## src/rtl/turn_sequencer_if.sv

```systemverilog
// Handshake bundle between the turn sequencer, the shared dice unit and the
// per-player position units.
interface turn_sequencer_if #(
  parameter int NUM_PLAYERS = 2
);
  logic                     roll_req;
  logic                     roll_valid;
  logic [2:0]               roll;
  logic [NUM_PLAYERS-1:0]   move_en;
  logic [2:0]               move_roll;
  logic                     move_done;
  logic [7*NUM_PLAYERS-1:0] pos_flat;

  modport master (
    output roll_req, move_en, move_roll,
    input  roll_valid, roll, move_done, pos_flat
  );

  modport slave (
    input  roll_req, move_en, move_roll,
    output roll_valid, roll, move_done, pos_flat
  );
endinterface

```

## src/rtl/turn_sequencer.sv

```systemverilog
// Snakes-and-ladders game controller: requests a shared die roll, strobes the
// current player's position unit, checks for a win and advances the turn.
module turn_sequencer #(
  parameter int NUM_PLAYERS = 2,
  parameter int WIN_POS     = 99,
  parameter int MAX_SIXES   = 3
) (
  input  logic             clk,
  input  logic             reset_n,
  input  logic             start,
  turn_sequencer_if.master bus,
  output logic [1:0]       turn,
  output logic             busy,
  output logic             game_over,
  output logic [1:0]       winner
);

  typedef enum logic [2:0] {
    S_IDLE, S_REQ, S_MOVE, S_WAIT, S_CHECK, S_DONE
  } state_t;

  localparam logic [1:0]             LAST_PLAYER = 2'(NUM_PLAYERS - 1);
  localparam logic [6:0]             WIN_SQUARE  = 7'(WIN_POS);
  localparam logic [2:0]             SIXES_LIMIT = 3'(MAX_SIXES);
  localparam logic [NUM_PLAYERS-1:0] ONE_HOT0    = NUM_PLAYERS'(1);

  state_t     state;
  logic [2:0] six_cnt;
  logic [2:0] six_next;
  logic [1:0] next_turn;
  logic [6:0] pos_arr [4];

  // Four slots so the 2-bit turn index always selects a real entry.
  for (genvar g = 0; g < 4; g++) begin : g_pos
    if (g < NUM_PLAYERS) begin : g_used
      assign pos_arr[g] = bus.pos_flat[7*g +: 7];
    end else begin : g_unused
      assign pos_arr[g] = '0;
    end
  end

  assign six_next  = six_cnt + 3'd1;
  assign next_turn = (turn == LAST_PLAYER) ? 2'd0 : turn + 2'd1;

  // NOTE: state registers use non-blocking assignments so every branch sees
  // the values from before this clock edge, independent of statement order.
  always_ff @(posedge clk or negedge reset_n) begin
    if (!reset_n) begin
      state         <= S_IDLE;
      bus.roll_req  <= 1'b0;
      bus.move_en   <= '0;
      bus.move_roll <= '0;
      turn          <= '0;
      busy          <= 1'b0;
      game_over     <= 1'b0;
      winner        <= '0;
      six_cnt       <= '0;
    end else begin
      bus.move_en <= '0;
      case (state)
        S_IDLE: begin
          if (start) begin
            state <= S_REQ;
            turn  <= '0;
            busy  <= 1'b1;
          end
        end
        S_REQ: begin
          // A dropped request re-asserts one cycle later, also after discarded rolls.
          if (!bus.roll_req) begin
            bus.roll_req <= 1'b1;
          end else if (bus.roll_valid) begin
            bus.roll_req <= 1'b0;
            if (bus.roll inside {[3'd1:3'd6]}) begin
              if (bus.roll == 3'd6 && six_next == SIXES_LIMIT) begin
                six_cnt <= '0;
                turn    <= next_turn;
              end else begin
                six_cnt       <= (bus.roll == 3'd6) ? six_next : 3'd0;
                bus.move_roll <= bus.roll;
                bus.move_en   <= ONE_HOT0 << turn;
                state         <= S_MOVE;
              end
            end
          end
        end
        S_MOVE: state <= S_WAIT;
        S_WAIT: begin
          if (bus.move_done) state <= S_CHECK;
        end
        S_CHECK: begin
          if (pos_arr[turn] == WIN_SQUARE) begin
            game_over <= 1'b1;
            winner    <= turn;
            busy      <= 1'b0;
            state     <= S_DONE;
          end else begin
            if (bus.move_roll != 3'd6) begin
              turn    <= next_turn;
              six_cnt <= '0;
            end
            state <= S_REQ;
          end
        end
        S_DONE:  state <= S_DONE;
        default: state <= S_IDLE;
      endcase
    end
  end

endmodule

```

## src/flat_wrapper.sv

```systemverilog
// flat-port wrapper written by rule: the top's interface ports become plain ports
module turn_sequencer_flat 
#(
  parameter int NUM_PLAYERS = 2,
  parameter int WIN_POS     = 99,
  parameter int MAX_SIXES   = 3
)
  (clk, reset_n, start, turn, busy, game_over, winner, bus_roll_req, bus_move_en, bus_move_roll, bus_roll_valid, bus_roll, bus_move_done, bus_pos_flat);
  turn_sequencer_if #(.NUM_PLAYERS(NUM_PLAYERS)) bus_i ();
  input  logic clk;
  input  logic reset_n;
  input  logic start;
  output logic [1:0] turn;
  output logic busy;
  output logic game_over;
  output logic [1:0] winner;
  output wire logic [$bits(bus_i.roll_req)-1:0] bus_roll_req;
  output wire logic [$bits(bus_i.move_en)-1:0] bus_move_en;
  output wire logic [$bits(bus_i.move_roll)-1:0] bus_move_roll;
  input wire logic [$bits(bus_i.roll_valid)-1:0] bus_roll_valid;
  input wire logic [$bits(bus_i.roll)-1:0] bus_roll;
  input wire logic [$bits(bus_i.move_done)-1:0] bus_move_done;
  input wire logic [$bits(bus_i.pos_flat)-1:0] bus_pos_flat;
  assign bus_roll_req = bus_i.roll_req;
  assign bus_move_en = bus_i.move_en;
  assign bus_move_roll = bus_i.move_roll;
  assign bus_i.roll_valid = bus_roll_valid;
  assign bus_i.roll = bus_roll;
  assign bus_i.move_done = bus_move_done;
  assign bus_i.pos_flat = bus_pos_flat;
  turn_sequencer #(.NUM_PLAYERS(NUM_PLAYERS), .WIN_POS(WIN_POS), .MAX_SIXES(MAX_SIXES)) u_core (.clk(clk), .reset_n(reset_n), .start(start), .bus(bus_i), .turn(turn), .busy(busy), .game_over(game_over), .winner(winner));
endmodule
```

## config.mk

```make
export PLATFORM = sky130hd
export DESIGN_NAME = turn_sequencer_flat
export DESIGN_NICKNAME = d
export VERILOG_FILES = /design/src/rtl/turn_sequencer_if.sv /design/src/rtl/turn_sequencer.sv /design/src/flat_wrapper.sv
export SDC_FILE = /design/constraint.sdc
export NUM_CORES = 1
export LEC_CHECK = 0
export ABC_AREA = 1
export CELL_PAD_IN_SITES_DETAIL_PLACEMENT = 0
export CELL_PAD_IN_SITES_GLOBAL_PLACEMENT = 1
export CORE_MARGIN = 2
export CORE_UTILIZATION = 33
export CTS_CLUSTER_SIZE = 25
export DETAILED_ROUTE_END_ITERATION = 8
export GPL_ROUTABILITY_DRIVEN = 0
export PLACE_DENSITY_LB_ADDON = 0.05
export SYNTH_ARGS = -nofsm -noshare
export SYNTH_HDL_FRONTEND = slang
export SYNTH_SLANG_ARGS = --single-unit
```

## constraint.sdc

```tcl
create_clock -name clk -period 1.75 [get_ports clk]
set_input_delay 0.175 -clock clk [delete_from_list [all_inputs] [get_ports clk]]
set_output_delay 0.175 -clock clk [all_outputs]
set_load 0.005 [all_outputs]
```

==> results.rst, run 1 <==
.. list-table::
   :header-rows: 1

   * - Metric
     - Value
   * - Final hold vios
     - 0
   * - Launching element type of the critical path
     - register
   * - Sequence of cells on the critical path
     - clkdlybuf4s50_1
   * - Placed insts
     - 239
   * - Reg-to-reg startpoint
     - u_core.turn[0]
   * - Number of global-route vias before repair
     - 1137
   * - Most common library cell in the layout ignoring fill and taps
     - sky130_fd_sc_hd__nand2_1
   * - Syn. warnings
     - 0
   * - Minimum clock period
     - 1.68 ns
   * - Number of remaining DRC errors
     - 0
   * - Hold Crit Class
     - in -> async
   * - Horizontal die dimension
     - around 63 µm
   * - Crit Path Category
     - reg -> out
   * - Cell area after synthesis
     - 1160 µm²
   * - Clk pin slew, worst setup/hold paths
     - 0.12 ns
   * - Setup repair after global routing missed its margin
     - false
   * - Cell row count
     - 21
   * - Worst skew pair latency
     - 0.31 ns
   * - Synthesized area per cell
     - 7.26 µm²
   * - Routed vias/inst
     - 4.69
   * - Post-cts sizing count
     - 0
   * - Total of endpoints with negative setup slack in the final report
     - 0
   * - Number of routed nets with antenna violations
     - 0
   * - Total die area
     - 4010 µm²
   * - Share of layout cells above drive strength 1
     - 0.142
   * - Worst path slowest cell
     - sky130_fd_sc_hd__dfrtp_1
   * - Achievable Freq
     - 596 MHz
   * - Detail-routed net length per standard cell
     - 11.2 µm
   * - Number of clock buffers inserted by TritonCTS
     - 3
   * - Largest area contributor in the synthesized netlist
     - sky130_fd_sc_hd__dfrtp_1
   * - Data required time at the worst endpoint
     - 1.57 ns
   * - CTS max path bufs
     - 2
   * - Count of TritonRoute iterations in the first routing pass
     - 4
   * - Die height
     - about 63 µm
   * - Inserted Diodes
     - 0
   * - Synthesized instance count
     - 160
   * - Placeable core area
     - 3360 µm²
   * - Asr flop ratio synth
     - 1.00
   * - Cells on worst reg2reg path
     - 8
   * - Largest net degree at the start of global routing
     - 19
   * - Cell types with the largest area share after synthesis
     - sky130_fd_sc_hd__dfrtp_1, sky130_fd_sc_hd__nand2_1, sky130_fd_sc_hd__nand3_1
   * - Relative area change from synthesis to final layout
     - 35.8%
   * - LEAKAGE
     - 0.770 nW
   * - Vias post-DR
     - 1139
   * - Number of unique standard cell types used by synthesis
     - 25
   * - Slew at the pin closest to its max-slew limit
     - 0.427 ns
   * - Setup slack of the most critical reg-to-reg path
     - 0.15 ns
   * - Number of buffers and inverters on the critical path
     - 1
   * - Post-route non-filler standard cell count
     - about 240
   * - CTS sink cnt
     - 18
   * - Run status
     - complete, no violations
   * - Final worst path period share
     - 0.960
   * - Commonest cells after routing, fill and taps aside
     - sky130_fd_sc_hd__nand2_1, sky130_fd_sc_hd__clkdlybuf4s50_1, sky130_fd_sc_hd__nand3_1, sky130_fd_sc_hd__dfrtp_1, sky130_fd_sc_hd__inv_1
   * - Post-CTS Hold Buffers
     - 0
   * - Count of input and output buffers
     - 33
   * - IO Pins
     - 34
   * - Leftover overflow at the end of global routing
     - 0
   * - Number of flops mapped to enable cells by yosys
     - 0
   * - Crit path arrival time
     - 1.50 ns
   * - Post CTS Setup Buffer Count
     - 0
   * - Filler cell count in the final layout
     - 370
   * - H-tree lvl count
     - 1
   * - Setup slack after layout
     - 0.0708 ns
   * - Total routing resource utilization after global routing
     - 0.154
   * - Top delay family on crit path
     - flip-flops
   * - Fin Setup TNS
     - 0 ns
   * - Synthesized Nets
     - 184
   * - Most instantiated flip-flop cell in the synthesis netlist
     - sky130_fd_sc_hd__dfrtp_1
   * - TritonCTS clock tree
     - built
   * - Delay of the slowest cell on the worst path
     - between 0.6 and 0.7 ns
   * - Crit path capture type
     - output pin
   * - Minimum setup slack after placement
     - 0.138 ns
   * - Number of pins exceeding their max-slew limit in the final report
     - 0
   * - Wire length of the first global-routing pass
     - a little under 5 mm
   * - Max_cap viols
     - 0
   * - Initial antenna violation count
     - 0
   * - Clock Root Buffer
     - sky130_fd_sc_hd__clkbuf_4
   * - Detailed Route Iter0 Violations
     - 55
   * - Half-perimeter wire length of the detailed placement result
     - 2.13 mm
   * - Synthesized flop and latch total
     - 18
   * - Initial standard-cell utilization of the core
     - 0.346
   * - Part of the Yosys area used for sequential elements
     - 0.388
   * - Destination of the worst register-to-register timing path
     - u_core.game_over
   * - Worst vdd ir
     - between 500 and 600 µV
   * - Share of Yosys cell area claimed by the top area cell type
     - 0.388
   * - Total length of routed wires
     - around 2.7 mm
   * - Count of nets after finishing
     - 222
   * - Max FO, Critical Path
     - 10
   * - Clock Skew
     - 0.0112 ns
   * - Worst slew margin relative to its limit
     - 0.716
   * - Power per standard cell area
     - between 1000 and 1500 nW/µm²
-- synth_stat cells (3+ instances only) --
cell	number
sky130_fd_sc_hd__nor2_4	3
sky130_fd_sc_hd__nor2_2	4
sky130_fd_sc_hd__o21ai_1	7
sky130_fd_sc_hd__o21ai_0	3
sky130_fd_sc_hd__nor2_1	16
sky130_fd_sc_hd__nand3_1	18
sky130_fd_sc_hd__inv_2	8
sky130_fd_sc_hd__inv_1	17
sky130_fd_sc_hd__a21oi_1	4
sky130_fd_sc_hd__nand2_2	3
sky130_fd_sc_hd__dfrtp_1	18
sky130_fd_sc_hd__nand2_1	41
-- cells by family (layout without fill, tap and decap cells) --
| logic type | Yosys count | in the layout | synth area share |
|---|---|---|---|
| xor+xnor | 1 | 1 | 0.00754 |
| compound gates | 17 | 17 | 0.0786 |
| flops | 18 | 18 | 0.388 |
| fa+ha+maj | 2 | 2 | 0.0215 |
| simple gates | 95 | 95 | 0.405 |
| buf+inv | 27 | 64 | 0.100 |
-- worst max path at each step --
stage                       from              to  slack (ns)  depth (start not counted)
2_1_floorplan  u_core.six_cnt[0]  u_core.turn[1]        0.42                          7
3_3_place_gp         bus_roll[1]  u_core.turn[1]        0.18                         10
3_5_place_dp         bus_roll[1]  u_core.turn[0]        0.14                         10
4_1_cts           u_core.turn[0]         turn[0]        0.08                          1
5_1_grt           u_core.turn[0]         turn[0]        0.02                          1
6_report          u_core.turn[0]         turn[0]        0.07                          1
-- per-layer routing --
metal	GRT usage	vias to the layer above	routed length [µm]
met3	0.0357	11	159
met4	0.0924	0	104
met5	0	-	0
li1	-	580	-
met2	0.247	37	1210
met1	0.187	511	1250
-- cell type report --
cell class / instances / area (µm²) / share of cell area
Inverter: 25 / 93.8 / 0.0594
Multi-Input combinational cell: 115 / 596 / 0.377
Clock buffer: 4 / 36.3 / 0.0230
Tap cell: 46 / 57.6 / 0.0365
Sequential cell: 18 / 450 / 0.285
Timing Repair Buffer: 35 / 345 / 0.219
-- power by group --
part	switching, mW	total (mW)	internal [mW]
sequential	0.142	0.666	0.525
clock	0.146	0.273	0.127
combinational	0.503	0.918	0.415
-- sequential cells by signal, summed over array words and instances (netlist names) --
register              flops
u_core.bus.move_roll      3
u_core.bus.move_en        2
u_core.turn               2
u_core.busy               1
u_core.state              3
u_core.game_over          1
u_core.bus.roll_req       1
u_core.winner             2
u_core.six_cnt            3
-- per-stage QoR --
| stage | cell area (µm²) | hold slack (ns) | total power [mW] | util |
|---|---|---|---|---|
| after CTS | 1580 | 0.201 | 1.87 | 0.469 |
| after global routing | 1580 | 0.216 | 2.04 | 0.469 |
| after global placement | 1540 | 0.450 | 1.58 | 0.459 |
| after floorplan | 1160 | -0.121 | 1.31 | - |
| after detailed placement | 1540 | 0.464 | 1.60 | 0.459 |
| final | 1580 | 0.189 | 1.86 | 0.469 |
Note: power is estimated with default switching activity, not from simulation.
==> run 2: changes to the inputs <==
--- a/config.mk
+++ b/config.mk
@@ -13,6 +13,7 @@
 export CTS_CLUSTER_SIZE = 25
 export DETAILED_ROUTE_END_ITERATION = 8
 export GPL_ROUTABILITY_DRIVEN = 0
+export MAX_ROUTING_LAYER = met4
 export PLACE_DENSITY_LB_ADDON = 0.05
 export SYNTH_ARGS = -nofsm -noshare
 export SYNTH_HDL_FRONTEND = slang
==> constraint.sdc (replaced) <==
create_clock -name clk -period 1.7 [get_ports clk]
set_input_delay 0.17 -clock clk [delete_from_list [all_inputs] [get_ports clk]]
set_output_delay 0.17 -clock clk [all_outputs]
set_load 0.005 [all_outputs]
==> run 2 against run 1 <==
  * Register-to-register slack improved by 0.03 ns
  * Sequential power rose by 3.2%
  * Final area barely moved
  * Highest routed layer unchanged
==> results.rst, run 2 (synthesis gave the netlist of run 1 again) <==
.. list-table::
   :header-rows: 1

   * - Metric
     - Value
   * - Count of input and output buffers
     - 33
   * - Top delay family on crit path
     - buffers and inverters
   * - Fin Setup TNS
     - 0 ns
   * - Count of nets after finishing
     - 222
   * - Clock Root Buffer
     - sky130_fd_sc_hd__clkbuf_4
   * - Sequence of cells on the critical path
     - clkdlybuf4s50_1
   * - Half-perimeter wire length of the detailed placement result
     - 2.15 mm
   * - Largest net degree at the start of global routing
     - 19
   * - Worst vdd ir
     - 540 µV
   * - Horizontal die dimension
     - 63.4 µm
   * - Clk pwr share
     - 0.142
   * - Biggest regs
     - u_core.bus.move_roll (3), u_core.six_cnt (3), u_core.state (3)
   * - Initial antenna violation count
     - 0
   * - Relative area change from synthesis to final layout
     - 36.0%
   * - Initial standard-cell utilization of the core
     - 0.346
   * - Switching power share of the total
     - 0.423
   * - Cell area after layout
     - 1580 µm²
   * - Worst path slowest cell
     - sky130_fd_sc_hd__clkdlybuf4s50_1
   * - Post-route non-filler standard cell count
     - 243
   * - Clock Skew
     - 0.00342 ns
   * - LEAKAGE
     - just under 0.8 nW
   * - Filler cell count in the final layout
     - around 370
   * - Commonest cells after routing, fill and taps aside
     - sky130_fd_sc_hd__nand2_1, sky130_fd_sc_hd__clkdlybuf4s50_1, sky130_fd_sc_hd__nand3_1
   * - Final hold vios
     - 0
   * - Crit path capture type
     - output pin
   * - Crit Path Category
     - reg -> out
   * - Utilization after layout
     - 0.470
   * - Max layer used
     - met4
   * - Max FO, Critical Path
     - 10
   * - Total die area
     - 4010 µm²
   * - Count of TritonRoute iterations in the first routing pass
     - 4
   * - IO Pins
     - 34
   * - Total of endpoints with negative setup slack in the final report
     - 0
   * - Total length of routed wires
     - between 2 and 3 mm
   * - Most common library cell in the layout ignoring fill and taps
     - sky130_fd_sc_hd__nand2_1
   * - Detailed Route Iter0 Violations
     - 53
   * - Met2 WL post-DR
     - 1.29 mm
   * - Slew at the pin closest to its max-slew limit
     - around 0.30 ns
   * - Total routing resource utilization after global routing
     - 0.153
   * - Number of routed nets with antenna violations
     - 0
   * - Number of buffers and inverters on the critical path
     - 1
   * - Wire length of the first global-routing pass
     - roughly 4.8 mm
   * - Minimum clock period
     - 1.52 ns
   * - Setup slack of the most critical reg-to-reg path
     - roughly 0.18 ns
   * - Number of clock buffers inserted by TritonCTS
     - 3
   * - Routed vias/inst
     - roughly 4.6
   * - Launching element type of the critical path
     - register
   * - CTS max path bufs
     - 2
   * - Inserted Diodes
     - 0
   * - TritonCTS clock tree
     - built
   * - Post-CTS Hold Buffers
     - 0
   * - Delay of the slowest cell on the worst path
     - roughly 0.54 ns
   * - Placeable core area
     - 3360 µm²
   * - Cell row count
     - 21
   * - Setup repair after global routing missed its margin
     - false
   * - Minimum setup slack after placement
     - 0.0928 ns
   * - Number of global-route vias before repair
     - between 1000 and 1500
   * - Wire length on met1
     - 1.27 mm
   * - CTS sink cnt
     - 18
   * - Vias post-DR
     - between 1000 and 1500
   * - Share of layout cells above drive strength 1
     - 0.147
   * - Post-Route Hold Slack
     - 0.198 ns
   * - Internal power component
     - between 1 and 1.5 mW
   * - Number of remaining DRC errors
     - 0
   * - Final worst path period share
     - 0.896
   * - Placed insts
     - roughly 240
   * - Number of pins exceeding their max-slew limit in the final report
     - 0
   * - Run status
     - complete, no violations
   * - Setup slack after layout
     - 0.177 ns
   * - Die height
     - roughly 63 µm
   * - Achievable Freq
     - roughly 660 MHz
   * - Portion of total power attributed to sequential cells
     - 0.361
   * - Hold Crit Class
     - in -> async
   * - Switching component of the power
     - 0.806 mW
   * - Max_cap viols
     - 0
   * - H-tree lvl count
     - 1
   * - Worst slew margin relative to its limit
     - 0.797
   * - Power Total
     - 1.91 mW
   * - Data required time at the worst endpoint
     - 1.53 ns
   * - WL met3
     - around 160 µm
   * - Crit path arrival time
     - approximately 1.4 ns
   * - Detail-routed net length per standard cell
     - 11.4 µm
   * - Clk pin slew, worst setup/hold paths
     - 0.11 ns
   * - Logic pwr share
     - 0.498
   * - Worst skew pair latency
     - 0.30 ns
   * - Power per standard cell area
     - 1210 nW/µm²
   * - Cell area reported after detailed placement
     - 1540 µm²
   * - Leftover overflow at the end of global routing
     - 0
   * - Post CTS Setup Buffer Count
     - 0
[run 2: cell counts in the layout (fill, tap and decap cells not counted)]
Identical to the previous run, type by type.
[run 2: per-layer routing]
metal  global-route usage  up-vias
li1                     -      578
met1                0.188      514
met2                0.245       32
met3               0.0321        4
met4               0.0625        0
met5                    -        -
[run 2: final cells by class]
| type | instances | area (µm²) | area share |
|---|---|---|---|
| multi-input cells | 115 | 596 | 0.377 |
| flip-flops and latches | 18 | 452 | 0.286 |
| repair buffers | 35 | 345 | 0.219 |
| inverters | 25 | 93.8 | 0.0594 |
| well taps | 46 | 57.6 | 0.0364 |
| clock buffers | 4 | 36.3 | 0.0230 |
[run 2: power groups by stage]
stage	clock network [mW]	logic [mW]	registers, mW
finish	0.270	0.948	0.687
global route	0.302	1.08	0.709
CTS	0.284	0.962	0.682
detailed placement	0	0.957	0.690
global placement	0	0.945	0.685
floorplan	0	0.719	0.633
[run 2: repair_timing]
item,4_1_cts,5_1_grt
endpoints found under the hold margin,0,0
gates resized for setup,0,1
endpoints found under the setup margin,0,6
[run 2: worst paths after layout]
kind | startpoint | endpoint | depth (start not counted)
max | u_core.turn[0] | turn[0] | 1
min | reset_n | u_core.bus.roll_req | 2
max reg2reg | u_core.six_cnt[0] | u_core.turn[0] | 7
min reg2reg | u_core.game_over | u_core.game_over | 1
max in group asynchronous | reset_n | u_core.turn[0] | 2
min in group clk | start | u_core.busy | 3
==> run 3: changes to the inputs <==
--- a/config.mk
+++ b/config.mk
@@ -5,7 +5,7 @@
 export SDC_FILE = /design/constraint.sdc
 export NUM_CORES = 1
 export LEC_CHECK = 0
-export ABC_AREA = 1
+export ABC_AREA = 0
 export CELL_PAD_IN_SITES_DETAIL_PLACEMENT = 0
 export CELL_PAD_IN_SITES_GLOBAL_PLACEMENT = 1
 export CORE_MARGIN = 2
@@ -15,6 +15,7 @@
 export GPL_ROUTABILITY_DRIVEN = 0
 export MAX_ROUTING_LAYER = met4
 export PLACE_DENSITY_LB_ADDON = 0.05
+export SKIP_CTS_REPAIR_TIMING = 1
 export SYNTH_ARGS = -nofsm -noshare
 export SYNTH_HDL_FRONTEND = slang
 export SYNTH_SLANG_ARGS = --single-unit
==> run 3 against run 2 <==
  * The run now ends with design-rule violations, negative setup slack left
  * Final cell count is 23% lower
  * Critical path depth is 4 higher
  * Largest power group unchanged
  * Largest cell class unchanged
  * Highest routed layer unchanged
  * Maximum frequency is 16% lower
  * Final area is 6.3% higher
  * Global-route usage is 1.1 points higher
  * Synthesized cell count is 42% lower
  * Clock skew is 0.0027 ns higher
  * Count of clock-buffer cells in the layout stayed put
  * Core utilization is 13 points higher
  * Sequential power is 7.4% lower
  * Via count is 16% lower
==> results.rst, run 3 <==
.. list-table::
   :header-rows: 1

   * - Metric
     - Value
   * - Run status
     - finished with violations
   * - Failing checks
     - design-rule violations, negative setup slack
   * - Count of input and output buffers
     - 33
   * - Commonest cells post-synth
     - sky130_fd_sc_hd__dfrtp_1, sky130_fd_sc_hd__nor2_1, sky130_fd_sc_hd__nand2_1
   * - Wire length of the first global-routing pass
     - 4.28 mm
   * - Largest area contributor in the synthesized netlist
     - sky130_fd_sc_hd__dfrtp_1
   * - Max_cap viols
     - 0
   * - CTS sink cnt
     - 18
   * - Number of routed nets with antenna violations
     - 0
   * - Number of pins exceeding their max-slew limit in the final report
     - 0
   * - Cell row count
     - 19
   * - IO Pins
     - 34
   * - Most common library cell in the layout ignoring fill and taps
     - sky130_fd_sc_hd__clkdlybuf4s50_1
   * - Initial antenna violation count
     - 0
   * - Share of layout cells above drive strength 1
     - 0.372
   * - Biggest regs
     - u_core.bus.move_roll (3), u_core.six_cnt (3), u_core.state (3)
   * - Cells on worst reg2reg path
     - 5
   * - Clock Skew
     - about 0.0061 ns
   * - Worst vdd ir
     - 632 µV
   * - Number of global-route vias before repair
     - 986
   * - Number of unique standard cell types used by synthesis
     - 42
   * - Count of nets after finishing
     - 181
   * - Relative area change from synthesis to final layout
     - 69.8%
   * - Number of flops mapped to enable cells by yosys
     - 0
   * - Detail-routed net length per standard cell
     - between 10 and 15 µm
   * - Crit path arrival time
     - around 2.0 ns
   * - Final worst path period share
     - 1.07
   * - Launching element type of the critical path
     - register
   * - Routing usage on met2
     - 0.259
   * - CP Capture Point
     - u_core.winner[0]
   * - Busiest metal layer after global routing
     - met2
   * - Part of the Yosys area used for sequential elements
     - 0.455
   * - Minimum clock period
     - 1.81 ns
   * - TritonCTS clock tree
     - built
   * - Cell area after synthesis
     - 990 µm²
   * - Total routing resource utilization after global routing
     - 0.164
   * - Worst skew pair latency
     - about 0.29 ns
   * - Met1 track demand over resource
     - 0.213
   * - Die height
     - 58.8 µm
   * - Final hold vios
     - 0
   * - Vias post-DR
     - roughly 950
   * - Max FO, Critical Path
     - 5
   * - Most instantiated flip-flop cell in the synthesis netlist
     - sky130_fd_sc_hd__dfrtp_1
   * - Syn. warnings
     - 0
   * - Clock Root Buffer
     - sky130_fd_sc_hd__clkbuf_4
   * - Post-route non-filler standard cell count
     - approximately 190
   * - Horizontal die dimension
     - between 50 and 60 µm
   * - Data required time at the worst endpoint
     - 1.88 ns
   * - Crit path capture type
     - register
   * - Sequential cell area in the final layout
     - 452 µm²
   * - H-tree lvl count
     - 1
   * - Fin Setup TNS
     - -0.550 ns
   * - Post-Route Hold Slack
     - 0.199 ns
   * - Placed insts
     - 179
   * - Worst slew margin relative to its limit
     - 0.827
   * - First element of the critical path
     - u_core.turn[0]
   * - Synthesized instance count
     - a little over 90
   * - Achievable Freq
     - 551 MHz
   * - Synthesized Nets
     - 117
   * - Number of clock buffers inserted by TritonCTS
     - 3
   * - Routed vias/inst
     - around 5.1
   * - Area used by multi-input combinational logic
     - 583 µm²
   * - Top-count cell post-synth
     - sky130_fd_sc_hd__dfrtp_1
   * - CTS max path bufs
     - 2
   * - Setup slack after layout
     - -0.114 ns
   * - Utilization after layout
     - 0.599
   * - Asr flop ratio synth
     - 1.00
   * - Detailed Route Iter0 Violations
     - 17
   * - Total of endpoints with negative setup slack in the final report
     - 7
   * - LEAKAGE
     - 0.741 nW
   * - Inserted Diodes
     - 0
   * - Initial standard-cell utilization of the core
     - 0.353
   * - Total length of routed wires
     - 2.47 mm
   * - Setup slack of the most critical reg-to-reg path
     - -0.11 ns
   * - Count of TritonRoute iterations in the first routing pass
     - 6
   * - Half-perimeter wire length of the detailed placement result
     - 1.92 mm
   * - Clk pin slew, worst setup/hold paths
     - 0.11 ns
   * - Filler cell count in the final layout
     - between 200 and 250
   * - Cell types with the largest area share after synthesis
     - sky130_fd_sc_hd__dfrtp_1, sky130_fd_sc_hd__nor2_1, sky130_fd_sc_hd__mux2_2
   * - Destination of the worst register-to-register timing path
     - u_core.winner[0]
   * - Total die area
     - 3450 µm²
   * - Setup repair after global routing missed its margin
     - true
   * - Largest net degree at the start of global routing
     - 19
   * - Synthesized flop and latch total
     - 18
   * - Reg-to-reg startpoint
     - u_core.turn[0]
   * - Hold Crit Class
     - in -> async
   * - Commonest cells after routing, fill and taps aside
     - sky130_fd_sc_hd__clkdlybuf4s50_1, sky130_fd_sc_hd__buf_4, sky130_fd_sc_hd__dfrtp_1
   * - Slew at the pin closest to its max-slew limit
     - 0.257 ns
   * - Share of Yosys cell area claimed by the top area cell type
     - 0.455
   * - Synthesized area per cell
     - 10.6 µm²
   * - Number of remaining DRC errors
     - 5
   * - Met3 usage in global routing
     - 0.0242
   * - Power per standard cell area
     - roughly 1200 nW/µm²
   * - Placeable core area
     - 2810 µm²
   * - Crit Path Category
     - reg -> reg
   * - Leftover overflow at the end of global routing
     - 0
[run 3: area by class of cell]
| type | count | area share |
|---|---|---|
| Clock buffer | 4 | 0.0216 |
| Tap cell | 31 | 0.0231 |
| Inverter | 2 | 0.00447 |
| Timing Repair Buffer | 63 | 0.335 |
| Sequential cell | 18 | 0.269 |
| Multi-Input combinational cell | 69 | 0.347 |
[run 3: cell families after synthesis]
logic type | synth area share
fa+ha+maj | 0.0253
flops | 0.455
compound gates | 0.152
mux | 0.0872
buf+inv | 0.0329
simple gates | 0.239
xor+xnor | 0.00885
[run 3: stage by stage]
stage / instance area (µm²) / worst slack, ns / power, mW
final: 1680 / -0.114 / 1.97
after global routing: 1680 / -0.192 / 2.12
after CTS: 1570 / -0.127 / 1.88
after detailed placement: 1530 / -0.364 / 1.61
after global placement: 1530 / -0.342 / 1.59
after floorplan: 996 / -0.111 / 1.10
[run 3: power breakdown]
part | internal [mW] | total (mW) | leakage, nW | switching [mW]
logic | 0.631 | 1.07 | 0.492 | 0.441
clock network | 0.130 | 0.264 | 0.0210 | 0.134
registers | 0.545 | 0.636 | 0.227 | 0.0916
[run 3: worst min path at each step]
stage	start	to	cells past startpoint
finish	reset_n	u_core.bus.move_en[1]	2
global route	reset_n	u_core.bus.move_en[1]	2
CTS	reset_n	u_core.bus.move_en[1]	2
detailed placement	u_core.game_over	u_core.game_over	1
global placement	u_core.game_over	u_core.game_over	1
floorplan	reset_n	u_core.bus.move_en[0]	0
[run 3: per-layer routing]
layer / vias up / wire length [µm]
met5: - / 0
met4: 0 / 35
met3: 4 / 132
met2: 25 / 1130
met1: 450 / 1170
li1: 466 / -
[run 3: worst max-delay path, cell delays in order (launching register included)]
cell and delay (ns):
sky130_fd_sc_hd__dfrtp_2 0.42, sky130_fd_sc_hd__nor4b_4 0.20, sky130_fd_sc_hd__nor2_1 0.08, sky130_fd_sc_hd__or4_4 0.58, sky130_fd_sc_hd__buf_6 0.15, sky130_fd_sc_hd__mux2_4 0.28
